### src/rtl/bp_tlp_pkg.sv
// Shared types and helper functions for the two-level local branch predictor.
package bp_tlp_pkg;

  typedef enum logic {e_init, e_ready} tlp_state_e;

  // Widest counter the helpers handle; ctr_width_p must not exceed this.
  localparam int CTR_MAX_W = 8;
  typedef logic [CTR_MAX_W-1:0] ctr_t;

  function automatic int sweep_depth(input int bht_idx_w, input int pht_idx_w);
    return (bht_idx_w > pht_idx_w) ? (1 << bht_idx_w) : (1 << pht_idx_w);
  endfunction

  function automatic ctr_t weak_not_taken(input int ctr_w);
    return (ctr_w <= 1) ? '0 : ctr_t'((1 << (ctr_w - 1)) - 1);
  endfunction

  function automatic ctr_t sat_ctr(input ctr_t ctr, input logic taken, input int ctr_w);
    ctr_t max_v;
    max_v = ctr_t'((1 << ctr_w) - 1);
    if (taken)
      return (ctr == max_v) ? ctr : ctr + ctr_t'(1);
    return (ctr == '0) ? ctr : ctr - ctr_t'(1);
  endfunction

endpackage

### src/rtl/bp_tlp_init_sweep.sv
// Post-reset table initialisation sequencer: walks init_addr over every table
// entry once, then raises ready until the next reset.
module bp_tlp_init_sweep
  import bp_tlp_pkg::*;
#(
  parameter int sweep_depth_p = 64,
  parameter int cnt_width_p   = 6
) (
  input  logic                   clk_i,
  input  logic                   reset_i,
  output logic                   init_v,
  output logic [cnt_width_p-1:0] init_addr,
  output logic                   ready
);

  localparam logic [cnt_width_p-1:0] LAST = cnt_width_p'(sweep_depth_p - 1);

  tlp_state_e state;

  always_ff @(posedge clk_i or posedge reset_i) begin
    if (reset_i) begin
      state     <= e_init;
      init_addr <= '0;
      init_v    <= 1'b1;
      ready     <= 1'b0;
    end else begin
      case (state)
        e_init: begin
          // Counter parks on the last entry rather than wrapping.
          if (init_addr == LAST) begin
            state  <= e_ready;
            init_v <= 1'b0;
            ready  <= 1'b1;
          end else begin
            init_addr <= init_addr + 1'b1;
          end
        end
        default: ;
      endcase
    end
  end

endmodule

### src/rtl/bp_two_level_local_predictor.sv
// Two-level local-history predictor: per-PC history table feeding a table of
// saturating counters. Registered lookup, separate resolved-branch update.
module bp_two_level_local_predictor
  import bp_tlp_pkg::*;
#(
  parameter int vaddr_width_p   = 32,
  parameter int pc_lsb_p        = 2,
  parameter int bht_idx_width_p = 6,
  parameter int hist_width_p    = 4,
  parameter int pht_pc_bits_p   = 2,
  parameter int ctr_width_p     = 2
) (
  input  logic                     clk_i,
  input  logic                     reset_i,
  input  logic                     lookup_v_i,
  input  logic [vaddr_width_p-1:0] lookup_pc_i,
  output logic                     lookup_ready_o,
  output logic                     pred_v_o,
  output logic                     pred_taken_o,
  output logic [hist_width_p-1:0]  pred_hist_o,
  input  logic                     update_v_i,
  input  logic [vaddr_width_p-1:0] update_pc_i,
  input  logic [hist_width_p-1:0]  update_hist_i,
  input  logic                     update_taken_i
);

  localparam int BHT_DEPTH   = 1 << bht_idx_width_p;
  localparam int PHT_IDX_W   = pht_pc_bits_p + hist_width_p;
  localparam int PHT_DEPTH   = 1 << PHT_IDX_W;
  localparam int SWEEP_DEPTH = sweep_depth(bht_idx_width_p, PHT_IDX_W);
  localparam int CNT_W       = (SWEEP_DEPTH > 1) ? $clog2(SWEEP_DEPTH) : 1;
  localparam logic [ctr_width_p-1:0] WEAK_NT = ctr_width_p'(weak_not_taken(ctr_width_p));

  logic [hist_width_p-1:0] bht_mem [BHT_DEPTH];
  logic [ctr_width_p-1:0]  pht_mem [PHT_DEPTH];

  logic             init_v, ready;
  logic [CNT_W-1:0] init_addr;

  bp_tlp_init_sweep #(
    .sweep_depth_p(SWEEP_DEPTH),
    .cnt_width_p  (CNT_W)
  ) u_init_sweep (
    .clk_i    (clk_i),
    .reset_i  (reset_i),
    .init_v   (init_v),
    .init_addr(init_addr),
    .ready    (ready)
  );

  assign lookup_ready_o = ready;

  logic [bht_idx_width_p-1:0] lk_bht_idx, up_bht_idx;
  logic [hist_width_p-1:0]    lk_hist;
  logic [PHT_IDX_W-1:0]       lk_pht_idx, up_pht_idx;

  assign lk_bht_idx = lookup_pc_i[pc_lsb_p +: bht_idx_width_p];
  assign up_bht_idx = update_pc_i[pc_lsb_p +: bht_idx_width_p];
  assign lk_hist    = bht_mem[lk_bht_idx];

  if (pht_pc_bits_p == 0) begin : g_pag
    assign lk_pht_idx = lk_hist;
    assign up_pht_idx = update_hist_i;
  end else begin : g_pap
    assign lk_pht_idx = {lookup_pc_i[pc_lsb_p +: pht_pc_bits_p], lk_hist};
    assign up_pht_idx = {update_pc_i[pc_lsb_p +: pht_pc_bits_p], update_hist_i};
  end

  logic [ctr_width_p-1:0] up_ctr_next;
  assign up_ctr_next = ctr_width_p'(sat_ctr(ctr_t'(pht_mem[up_pht_idx]), update_taken_i, ctr_width_p));

  // Tables carry no reset so they stay RAM-inferable; the sweep clears them.
  always_ff @(posedge clk_i) begin
    if (init_v) begin
      if (32'(init_addr) < BHT_DEPTH)
        bht_mem[bht_idx_width_p'(init_addr)] <= '0;
    end else if (ready && update_v_i) begin
      bht_mem[up_bht_idx] <= (bht_mem[up_bht_idx] << 1) | hist_width_p'(update_taken_i);
    end
  end

  always_ff @(posedge clk_i) begin
    if (init_v) begin
      if (32'(init_addr) < PHT_DEPTH)
        pht_mem[PHT_IDX_W'(init_addr)] <= WEAK_NT;
    end else if (ready && update_v_i) begin
      pht_mem[up_pht_idx] <= up_ctr_next;
    end
  end

  // Lookup samples the tables before this edge's update lands: read-old, no bypass.
  always_ff @(posedge clk_i or posedge reset_i) begin
    if (reset_i) begin
      pred_v_o     <= 1'b0;
      pred_taken_o <= 1'b0;
      pred_hist_o  <= '0;
    end else begin
      pred_v_o <= ready & lookup_v_i;
      if (ready && lookup_v_i) begin
        pred_hist_o  <= lk_hist;
        pred_taken_o <= pht_mem[lk_pht_idx][ctr_width_p-1];
      end
    end
  end

  logic unused_pc_bits;
  assign unused_pc_bits = ^{lookup_pc_i, update_pc_i};

endmodule

### config.mk
export PLATFORM = sky130hd
export DESIGN_NAME = bp_two_level_local_predictor
export DESIGN_NICKNAME = d
export VERILOG_FILES = /design/src/rtl/bp_tlp_pkg.sv /design/src/rtl/bp_tlp_init_sweep.sv /design/src/rtl/bp_two_level_local_predictor.sv
export SDC_FILE = /design/constraint.sdc
export NUM_CORES = 1
export LEC_CHECK = 0
export CAP_MARGIN = 25
export CORE_MARGIN = 2
export CORE_UTILIZATION = 55
export DETAILED_ROUTE_END_ITERATION = 12
export PLACE_DENSITY = 0.73
export SKIP_CTS_REPAIR_TIMING = 1
export SLEW_MARGIN = 20
export SYNTH_ARGS = -nofsm -noshare
export SYNTH_HDL_FRONTEND = slang
export SYNTH_SLANG_ARGS = --single-unit
### constraint.sdc
create_clock -name clk_i -period 4.8 [get_ports clk_i]
set_input_delay 1.44 -clock clk_i [delete_from_list [all_inputs] [get_ports clk_i]]
set_output_delay 1.44 -clock clk_i [all_outputs]
set_load 0.005 [all_outputs]
# Yosys cells after proc, flatten, opt, wreduce, memory -nomap -nowiden
# Memory sizes are Yosys's and may differ from the RTL's. A register that Yosys moved wholly into a read port is not among the register bits.
# Cells that the tools add are included.
[op_classes]
n_bitwise = 4
mux = 18
eq_ne = 2
n_addsub = 3
n_reduce_logical = 7
[ops]
columns = ["op", "n"]
rows = [
  ["$mux W6", 2],
  ["$mux W1", 10],
  ["$mux W2", 5],
  ["$add A6 B1 Y6 const B", 1],
  ["$eq A6 B6 Y1 const B", 1],
  ["$mux W4", 1],
  ["$or A4 B1 Y4", 1],
  ["$reduce_and A2 Y1", 2],
  ["$reduce_or A4 Y1", 1],
  ["$add A2 B1 Y2 const B", 1],
  ["$eq A2 B2 Y1 const B", 1],
  ["$logic_and A1 B1 Y1", 2],
  ["$logic_not A2 Y1", 1],
  ["$not A1 Y1", 2],
  ["$reduce_or A2 Y1", 1],
  ["$sub A2 B1 Y2 const B", 1],
  ["$and A1 B1 Y1", 1],
]
[totals]
elab_cells = 42
out_inout_bits = 7
inputBits = 73
register_bits = 14
n_memories = 2
mem_bits_rw = 384
[memory_table]
columns = ["memory", "depth", "width", "read_ports", "rd_ports_with_merged_regs", "wr", "line_no", "text"]
rows = [
  ["bht_mem", 64, 4, 2, 0, 1, "bp_two_level_local_predictor.sv:34", "logic [hist_width_p-1:0] bht_mem [BHT_DEPTH];"],
  ["pht_mem", 64, 2, 2, 1, 1, "bp_two_level_local_predictor.sv:35", "logic [ctr_width_p-1:0] pht_mem [PHT_DEPTH];"],
]

# Depth between registers and ports, before layout
[logic_depth]
word_depth = 6
depth_mapped = 14
ltp_nobuf = 10

# Cells and area by module
# From an unflattened synthesis, not the netlist that was laid out.
[hier_totals]
cells_unflattened = 1056
area_unflattened_um2 = 18547.8
[by_module_without_submodules]
columns = ["module", "instances", "area_each_um2", "seq_area_each_um2", "cells_per_inst"]
rows = [
  ["bp_two_level_local_predictor", 1, 18128.6, 11681.2, 1023],
  ["bp_tlp_init_sweep", 1, 419.2, 226.5, 33],
]

# Worst setup path before layout
# Ideal clock, no wire load.
[synth_path]
kind = "input to register"
from = "input update_hist_i[0]"
to = "memory pht_mem[0][0] (data pin)"
setup_slack_ns = -2.485
stages = 8
t_required_ns = 4.098
arrival_ns = 6.583
n_path_buf = 2
setup_time_ns = 0.702
path_cell_list = "clkbuf_1 -> buf_1 -> mux4_2 -> mux4_2 -> mux4_2 -> inv_1 -> a21oi_1 -> o21ai_0"
[synth_between]
elab_chain_len = 6
elab_cells_between_ends = 10
cone_classes = "add/sub (2); eq/ne (1); mux (5); reduce/logical (1); memory (1)"
[synth_rtl]
columns = ["item", "line_no", "text"]
rows = [
  ["start, declared", "bp_two_level_local_predictor.sv:23", "input logic [hist_width_p-1:0] update_hist_i,"],
  ["$mem_v2 Z64 W2 *", "--", ""],
  ["$add A2 B1 Y2 / $eq A2 B2 Y1 (equally long branches)", "bp_tlp_pkg.sv:22", "return (ctr == max_v) ? ctr : ctr + ctr_t'(1);"],
  ["$mux W2", "bp_tlp_pkg.sv:22", ""],
  ["$mux W2", "bp_tlp_pkg.sv:21", "if (taken)"],
  ["$mux W2 *", "bp_tlp_pkg.sv:23", "return (ctr == '0) ? ctr : ctr - ctr_t'(1);"],
  ["$mux W2 (no line) *", "--", ""],
  ["end, declared", "bp_two_level_local_predictor.sv:35", ""],
]
# Mark *: on every way between the ends. The rest lies on a longest branch, timed or not. The select of a mux whose other input is x is not followed.

# Final worst setup path
[layout_path]
from = "input lookup_pc_i[4]"
to = "register pred_taken_o (read register of pht_mem)"
[layout_between]
elab_chain_len = 1
[layout_rtl]
columns = ["item", "line_no", "text"]
rows = [
  ["start, declared", "bp_two_level_local_predictor.sv:16", "input logic [vaddr_width_p-1:0] lookup_pc_i,"],
  ["$mem_v2 Z64 W4", "--", ""],
  ["end, declared", "bp_two_level_local_predictor.sv:19", "output logic pred_taken_o,"],
]
# Every way passes these cells.
# A chain may end at the register's enable or synchronous reset.

==> out/qor.yml <==
finish:
  stdcell_area_um2: 21200
  seqCellArea_um2: 11900
  multiInputGateArea_um2: 6230
  diodes: 0
  drive_above_1_share_pct: 27.7
  nets: 1193
  n_fill_cell: 2362
  area.growth.synth_to_final_pct: 14.4
  fin_cells: 1599
power:
  swShare_pct: 20.5
  p_per_area_nw_per_um2: 356
  p_leak_nw: 6.10
  p_switching_mw: 1.54
  ir_drop_mv: 0.289
  power_frac_seq_pct: 49.9
  power.share.combinational_pct: 4.0
  p_int_mw: 5.99
  power_frac_clock_pct: 46.1
run_status:
  outcome: "finished clean"
placed_design:
  hpwl_um: 30800
  postPlaceCellArea_um2: 19700
  gp_congestion: 0.915
  placed_cells: 1524
  dp_slack_ns: 0.115
  port_buffers: 27
sta:
  grt_setup_unrepaired: "false"
  finalSetupViolations: 0
  hold_viol_final: 0
  final_max_slew_viol_count: 0
  hold_ws_ns: 0.486
  fmax_ghz: 0.240
  finClkSkew_ns: 0.0297
  period_share_pct: 87.0
  setup_slack_ns: 0.626
  worstMarginPinSlew_ns: 0.876
  tns_ns: 0
  slew_headroom_pct: 41.1
  post-route-min-period_ns: 4.17
hold_path:
  hold_class: "flop to flop"
die:
  dieArea_um2: 35100
  die_x_um: 187
  ios: 80
  row_count: 67
  coreArea_um2: 33400
  start_util_pct: 55.5
  fp.dieH_um: 187
global_route:
  grt.total_usage_pct: 26.9
  overflow: 0
  grt_max_degree: 65
  grt_pass1_vias: 10800
  antenna_found_initial: 0
  grt_pass1_wl_um: 69300
worst_setup_path:
  cp.arrival_ns: 4.59
  path_buf_inv: 6
  critPathMaxStageDelay_ns: 0.54
  critPathKind: "input pin to flop"
  crit_required_ns: 5.21
  crit_family: "compound AO/OA/AOI/OAI gates"
  crit_path_end_kind: "flop"
  start_kind: "input pin"
  crit_fanout: 17
  crit_chain: "buf_2, buf_12, buf_4, inv_1, a311oi_1, o211ai_1, a41oi_1, buf_4, a31oi_4, buf_12, mux2i_1, mux2i_1, mux4_2, a222oi_1, o21ai_1"
  cp_slowest_cell: "mux4_2"
clocking:
  cts-htree-levels: 2
  numCtsBuffers: 41
  clock_latency_ns: 0.55
  clockBufferDepth: 3
  clk_pin_slew_worst_paths_ns: 0.06
  clock-sinks: 399
  root_buffer: "clkbuf_16"
  cts_tree: "built"
synth:
  syn-num-nets: 1127
  yosysSeqAreaShare_pct: 64.3
  synth_top_area_cell: "edfxtp_1"
  syn_area_um2: 18500
  yosysTopAreaCellShare_pct: 62.3
  yosys_warnings: 0
  synth-main-ff-cell: "edfxtp_1"
  async_flop_share_pct: 3.76
  syn_avg_cell_area_um2: 17.6
  synth_area_leaders: "edfxtp_1 62%, mux4_2 20%, mux2i_1 3.1%"
  ys_ff_latch: 399
  netlist_instances: 1053
  ys_types: 55
  synth_edf_count: 384
detailed_routing:
  antenna_left: 0
  drtIter0Drc: 1300
  drc: 0
  first_pass_iters: 5
  vias_per_cell: 6.61
  wl_um: 46100
  via_count: 10600
  wl_per_cell_um: 28.8
job:
  drv_cap: 0
## placed cells by master (no fill, tap or decap), types with 7 or more instances in the layout
master | synthesis | layout
nor2_1 | 149 | 148
edfxtp_1 | 384 | 384
buf_12 | 2 | 19
nand2_1 | 50 | 50
buf_4 | 6 | 47
inv_1 | 12 | 12
clkinv_1 | 0 | 9
bufinv_16 | 0 | 9
o21ai_0 | 8 | 7
clkbuf_16 | 0 | 42
a21oi_1 | 9 | 8
clkdlybuf4s50_1 | 0 | 21
mux4_2 | 168 | 168
a22oi_1 | 13 | 13
nand3_1 | 27 | 27
dfrtp_1 | 14 | 14
mux2i_1 | 58 | 58
## final timing paths
kind	startpoint	to	slack (ns)	cells past startpoint
min	u_init_sweep.state$_DFF_PP0_	u_init_sweep.init_addr[4]$_DFFE_PP0P_	0.49	1
max reg2reg	bht_mem[23][2]$_DFFE_PP_	pred_taken_o$_DFFE_PP0P_	1.45	11
min in group asynchronous	reset_i	u_init_sweep.init_addr[3]$_DFFE_PP0P_	1.26	2
max in group asynchronous	reset_i	pred_v_o$_DFF_PP0_	3.14	2
min reg2reg	u_init_sweep.state$_DFF_PP0_	u_init_sweep.init_addr[4]$_DFFE_PP0P_	0.49	1
max	lookup_pc_i[4]	pred_taken_o$_DFFE_PP0P_	0.63	15
## final cells by class
type                            count  share of cell area [%]
Tap cell                          448                    2.65
Multi-Input combinational cell    575                    29.4
Clock inverter                     32                    2.01
Clock buffer                       43                    4.98
Inverter                           12                   0.213
Timing Repair Buffer               90                    4.52
Sequential cell                   399                    56.2
## state kept, by name, summed over array words and instances (netlist names)
| register | cells |
|---|---|
| u_init_sweep.ready | 1 |
| u_init_sweep.init_v | 1 |
| pred_hist_o | 4 |
| u_init_sweep.state | 1 |
| pred_taken_o | 1 |
| u_init_sweep.init_addr | 6 |
| pred_v_o | 1 |
| bht_mem | 256 |
| pht_mem | 128 |
## power groups by stage
| stage | Sequential [mW] | Clock (mW) | Combinational [mW] |
|---|---|---|---|
| 2_1_floorplan | 3.83 | 0 | 0.193 |
| 3_3_place_gp | 3.83 | 0 | 0.301 |
| 3_5_place_dp | 3.83 | 0 | 0.303 |
| 4_1_cts | 3.76 | 3.49 | 0.305 |
| 5_1_grt | 3.75 | 3.61 | 0.318 |
| 6_report | 3.76 | 3.47 | 0.305 |
## per-stage QoR
stage,util (%),total power [mW]
floorplan,-,4.02
global placement,59.1,4.13
detailed placement,59.1,4.13
CTS,63.5,7.55
global route,63.5,7.69
finish,63.5,7.54
## cell families (layout without fill, tap and decap cells)
logic type,count (synthesis),count (layout),share of synthesized area [%]
compound gates,63,63,2.44
xor+xnor,4,4,0.189
fa+ha+maj,1,1,0.0676
buf+inv,79,177,2.22
flops,399,399,64.3
mux,233,233,24.3
simple gates,274,274,6.45
## synth_stat cells (all sizes together), types with 4 or more instances
cell type	number
edfxtp	384
mux4	172
nor2	149
mux2i	58
nand2	50
clkbuf	35
buf	32
nand3	27
dfrtp	14
a22oi	13
inv	12
o21ai	10
a21oi	9
and2	9
nor3	7
nand2b	6
nand3b	6
nor2b	6
o31ai	5
or3	5
a31oi	4
## routing by layer
| layer | GRT usage (%) | up-vias | routed length, um |
|---|---|---|---|
| li1 | - | 4410 | - |
| met1 | 36.5 | 5491 | 17500 |
| met2 | 44.8 | 556 | 23000 |
| met3 | 4.28 | 118 | 3770 |
| met4 | 9.90 | 0 | 1790 |
| met5 | 0 | - | 0 |
Power figures use the tool's default switching activity.
